## src/rtl/button_debouncer_pkg.sv

```systemverilog
// button_debouncer_pkg: shared state type and 50 MHz default timing constants for the button debouncer.
package button_debouncer_pkg;

   typedef enum logic [1:0] {IDLE, PRESS_WAIT, PRESSED, RELEASE_WAIT} state_e;

   localparam int DEBOUNCE_CYCLES_50MHZ   = 500000;
   localparam int LONG_PRESS_CYCLES_50MHZ = 50000000;

   function automatic int max_int(input int a, input int b);
      return (a > b) ? a : b;
   endfunction

endpackage

```

## src/rtl/bit_synchronizer.sv

```systemverilog
// bit_synchronizer: multi-flop synchronizer for a single asynchronous input bit.
module bit_synchronizer #(
   parameter int   Stages     = 2,
   parameter logic ResetValue = 1'b0
) (
   input  logic clk_i,
   input  logic rst_ni,
   input  logic d_i,
   output logic q_o
);

   logic [Stages-1:0] q;

   always_ff @(posedge clk_i or negedge rst_ni)
      if (!rst_ni) q <= {Stages{ResetValue}};
      else         q <= {q[Stages-2:0], d_i};

   assign q_o = q[Stages-1];

endmodule

```

## src/rtl/button_debouncer.sv

```systemverilog
// button_debouncer: synchronizes and debounces an active-low pad into a level plus press/release strobes.
// Define BUTTON_DEBOUNCER_LONG_PRESS_EN to add the long_press_o hold strobe.
module button_debouncer
   import button_debouncer_pkg::*;
#(
   parameter int DebounceCycles  = DEBOUNCE_CYCLES_50MHZ,
   parameter int SyncStages      = 2,
   parameter int LongPressCycles = LONG_PRESS_CYCLES_50MHZ
) (
   input  logic clk_i,
   input  logic rst_ni,
   input  logic btn_ni,
   output logic btn_o,
   output logic press_o,
   output logic release_o,
   output logic long_press_o
);

   localparam int            CW      = $clog2(max_int(DebounceCycles, LongPressCycles) + 1);
   localparam logic [CW-1:0] ONE     = CW'(1);
   localparam logic [CW-1:0] DB_LAST = CW'(DebounceCycles - 1);

   logic          btn_sync, s;
   state_e        state_q, state_d;
   logic [CW-1:0] cnt_q, cnt_d;
   logic          btn_q, btn_d, press_q, press_d, rel_q, rel_d;

   // Pad idles high, so the synchronizer resets to "released".
   bit_synchronizer #(.Stages(SyncStages), .ResetValue(1'b1)) u_sync (
      .clk_i (clk_i),
      .rst_ni(rst_ni),
      .d_i   (btn_ni),
      .q_o   (btn_sync)
   );

   assign s = ~btn_sync;

   always_ff @(posedge clk_i or negedge rst_ni)
      if (!rst_ni) begin
         state_q <= IDLE;
         cnt_q   <= '0;
         btn_q   <= 1'b0;
         press_q <= 1'b0;
         rel_q   <= 1'b0;
      end else begin
         state_q <= state_d;
         cnt_q   <= cnt_d;
         btn_q   <= btn_d;
         press_q <= press_d;
         rel_q   <= rel_d;
      end

   always_comb begin
      state_d = state_q;
      cnt_d   = cnt_q;
      btn_d   = btn_q;
      press_d = 1'b0;
      rel_d   = 1'b0;
      unique case (state_q)
         IDLE:
            if (s) begin
               state_d = PRESS_WAIT;
               cnt_d   = '0;
            end
         PRESS_WAIT:
            if (!s) state_d = IDLE;
            else if (cnt_q == DB_LAST) begin
               state_d = PRESSED;
               btn_d   = 1'b1;
               press_d = 1'b1;
            end else cnt_d = cnt_q + ONE;
         PRESSED:
            if (!s) begin
               state_d = RELEASE_WAIT;
               cnt_d   = '0;
            end
         RELEASE_WAIT:
            if (s) state_d = PRESSED;
            else if (cnt_q == DB_LAST) begin
               state_d = IDLE;
               btn_d   = 1'b0;
               rel_d   = 1'b1;
            end else cnt_d = cnt_q + ONE;
      endcase
   end

   assign btn_o     = btn_q;
   assign press_o   = press_q;
   assign release_o = rel_q;

`ifdef BUTTON_DEBOUNCER_LONG_PRESS_EN
   localparam logic [CW-1:0] LP_LAST = CW'(LongPressCycles - 1);
   localparam logic [CW-1:0] LP_SAT  = CW'(LongPressCycles);

   logic [CW-1:0] hold_q, hold_d;
   logic          long_q, long_d;

   always_ff @(posedge clk_i or negedge rst_ni)
      if (!rst_ni) begin
         hold_q <= '0;
         long_q <= 1'b0;
      end else begin
         hold_q <= hold_d;
         long_q <= long_d;
      end

   // Held while a release glitch is pending; saturating past the strobe keeps it one-shot.
   always_comb begin
      hold_d = hold_q;
      long_d = 1'b0;
      if (state_q == PRESSED) begin
         hold_d = (hold_q == LP_SAT) ? hold_q : hold_q + ONE;
         long_d = (hold_q == LP_LAST);
      end else if (state_q == IDLE || state_q == PRESS_WAIT) hold_d = '0;
   end

   assign long_press_o = long_q;
`else
   assign long_press_o = 1'b0;
`endif

endmodule

```

## config.mk

```make
export PLATFORM = sky130hd
export DESIGN_NAME = button_debouncer
export DESIGN_NICKNAME = d
export VERILOG_FILES = /design/src/rtl/button_debouncer_pkg.sv /design/src/rtl/bit_synchronizer.sv /design/src/rtl/button_debouncer.sv
export SDC_FILE = /design/constraint.sdc
export NUM_CORES = 1
export LEC_CHECK = 0
export ABC_CLOCK_PERIOD_IN_PS = 2100
export CORE_MARGIN = 2
export CORE_UTILIZATION = 61
export DETAILED_ROUTE_END_ITERATION = 12
export PLACE_DENSITY = 0.77
export SYNTH_ARGS = -nofsm -noshare
export SYNTH_HDL_FRONTEND = slang
export SYNTH_SLANG_ARGS = --single-unit
```

## constraint.sdc

```tcl
create_clock -name clk_i -period 2.1 [get_ports clk_i]
set_clock_uncertainty 0.05 [all_clocks]
set_input_delay 0.63 -clock clk_i [delete_from_list [all_inputs] [get_ports clk_i]]
set_output_delay 0.63 -clock clk_i [all_outputs]
set_load 0.02 [all_outputs]
```

==> summary.txt <==
Timing
  • Setup violations, final: 0
  • Final hold viol count: 0
  • Tmin final: 2.02 ns
  • Final period util: 96.0%
  • RSZ-0062 raised after global routing: no
  • Setup TNS: 0 ns
  • Slew at the pin with the worst max-slew slack: 0.604 ns
  • Max-slew violation count: 0
  • Max Fclk: 0.496 GHz
  • Worst rel slew slack: 59.4%

Critical path
  • Cell depth of the worst flop-to-flop path: 5
  • Slowest stage cell, crit path: clkdlybuf4s50_1
  • Cells along the critical path: clkdlybuf4s50_1
  • Crit end category: output pin
  • R2R Path Start: cnt_q[1]
  • Max FO, Critical Path: 3
  • Worst path max stage delay: 0.61 ns
  • Launching element type of the critical path: flop
  • CP bufs+invs: 1
  • Worst Path Required: 1.42 ns
  • Critical path class: flop to output pin
  • Reg2reg end: cnt_q[0]
  • Cell family with most CP delay: buffers and inverters
  • Worst path arrival time: 1.34 ns
  • Reg-to-reg slack, setup: 0.14 ns

Cells and area
  • Layout area overhead: 7.25%
  • Reg area: 830 um^2
  • Multi-input logic area: 1220 um^2
  • Fillers: 260
  • Layout Nets: 248
  • Most common cell after layout, fill and taps aside: nand2_1
  • Layout cells sized above 1: 13.5%
  • Commonest non-fill, non-tap cells in the layout: 32 x nand2_1, 30 x dfrtp_1, 14 x nand3_1
  • Design Area, Final: 2330 um^2
  • Ant. Diodes: 0

Clock tree
  • Root buffer cell: clkbuf_4
  • # H-tree levels: 2
  • Worst skew pair latency: 0.35 ns
  • Post-CTS Setup Bufs: 0
  • CTS tree: yes
  • Clock Path Buffers: 2
  • Clock sink count: 33
  • Clk slew on worst S/H paths: 0.10 ns
  • CTS Buf Count: 5

Placed design
  • DP HPWL: 3680 um
  • Total placed instance area: 2250 um^2
  • PortBufs: 5
  • Routability congestion estimate: 0.927

Job
  • Maxcap violations: 0

Die
  • Die area: 4060 um^2
  • Die span in y: 63.7 um
  • Site Rows: 21
  • IO Count: 7
  • Core ar.: 3390 um^2
  • Die X: 63.7 um
  • Initial Utilization: 64.2%

Detailed routing
  • Routed WL: 5280 um
  • TritonRoute pass-1 iters: 4
  • Vias/cell: 6.93
  • Avg WL per Cell: 18.1 um
  • Routed Antenna Nets: 0
  • First DRT Iteration DRCs: 187
  • DRC viols: 0
  • Via count: 2018

Synthesis
  • Register area share after synthesis: 38.1%
  • Top_reg_cell synth: dfrtp_1
  • Yosys cell types: 53
  • EDFF count, synth: 0
  • FF+latch count, synth: 33
  • Post-Syn Instances: 243
  • Syn Std Cell Area: 2170 um^2
  • Synth async-reset ratio: 100%
  • Ys Warns: 0
  • Syn Area/Cell: 8.95 um^2
  • Mapped Nets: 247

Power
  • VDD IR max: 295 uV
  • Power per cell area: 522 nW/um^2
  • Pleak: 0.000953 uW

Global routing
  • Largest net degree at the start of global routing: 34
  • GRT met1 Usage: 38.3%
  • Gr busiest metal: met2
  • Vias in the first global route: 1956
  • First-pass GRT wire length: 9220 um
  • GR Util met2: 45.9%
  • Met3 Usage GRT: 5.18%
  • Gr ovfl total: 0
  • GR Util All Layers: 29.1%
  • Initial antenna violation count: 0

Worst hold path
  • Min-Delay Path Class: flop to flop
  • Hold Path End: u_sync.q[1]
  • Hold Path Depth: 0
  • Worst Hold Launch: u_sync.q[0]

Outcome
  • Outcome: completed
-- area by class of cell --
class | instances | share of cell area, %
Multi-Input combinational cell | 186 | 52.3
Sequential cell | 33 | 35.6
Timing Repair Buffer | 15 | 5.90
Tap cell | 46 | 2.47
Clock buffer | 6 | 1.77
Clock inverter | 2 | 1.50
Inverter | 3 | 0.483
-- synth_stat cells (4+ instances only) --
cell,n,share of area (%)
nand2_1,32,5.5
dfrtp_1,31,36
nand3_1,14,3.2
nor2_1,11,1.9
o211ai_1,10,3.5
nand4_1,9,2.6
o311ai_0,9,3.6
and3_1,8,2.3
buf_4,8,2.8
o21ai_0,8,1.8
and2_1,7,2.0
mux2i_1,7,3.2
nor3_1,7,1.6
and4_1,6,2.4
buf_2,6,1.4
clkbuf_1,6,1.0
nor4_1,4,1.2
or3_1,4,1.2
-- cell families after synthesis --
logic type,synth area share [%]
AND/OR/NAND/NOR,33.3
buffers and inverters,6.21
other,0.172
XOR/XNOR,0.806
adder cells (fa/ha/maj),0.575
multiplexers,3.22
AO/OA/AOI/OAI,17.7
flip-flops,38.1
-- routing by layer --
| metal | vias to the layer above | wire (um) | share of wire, % |
|---|---|---|---|
| li1 | 927 | - | - |
| met1 | 981 | 2200 | 42 |
| met2 | 90 | 2510 | 48 |
| met3 | 20 | 423 | 8.0 |
| met4 | 0 | 145 | 2.7 |
| met5 | - | 0 | 0 |
-- per-stage QoR --
stage | setup WS (ns) | utilization (%) | total power, uW | std cells | hold WS [ns]
2_1_floorplan | 0.310 | - | 717 | 243 | 0.284
3_3_place_gp | 0.222 | 66.5 | 754 | 283 | 0.300
3_5_place_dp | 0.130 | 66.5 | 759 | 283 | 0.301
4_1_cts | 0.0622 | 68.7 | 1230 | 291 | 0.317
5_1_grt | 0.0247 | 68.8 | 1270 | 291 | 0.321
6_report | 0.0839 | 68.8 | 1220 | 291 | 0.314
-- power breakdown --
group          leakage, uW  internal [uW]  switching, uW
combinational     0.000462           29.3           57.1
sequential        0.000448            647           13.5
clock            0.0000422            249            220
-- timing repair --
action / CTS / global route
hold buffers: 0 / 0
resized for setup: 0 / 2
endpoints found under the setup margin: 0 / 3
-- worst max-delay path by stage --
stage	start	to	slack, ns	depth (start not counted)
2_1_floorplan	cnt_q[0]	cnt_q[24]	0.31	6
3_3_place_gp	cnt_q[0]	cnt_q[24]	0.22	5
3_5_place_dp	cnt_q[0]	cnt_q[0]	0.13	5
4_1_cts	btn_o	btn_o	0.06	1
5_1_grt	cnt_q[1]	cnt_q[24]	0.02	5
6_report	btn_o	btn_o	0.08	1
-- sequential cells by signal, summed over array words and instances (netlist names), named ones only --
name and flops:
btn_o 1, cnt_q 26, press_o 1, release_o 1
state_q 1, u_sync.q 2
(Power assumes the default switching activity.)
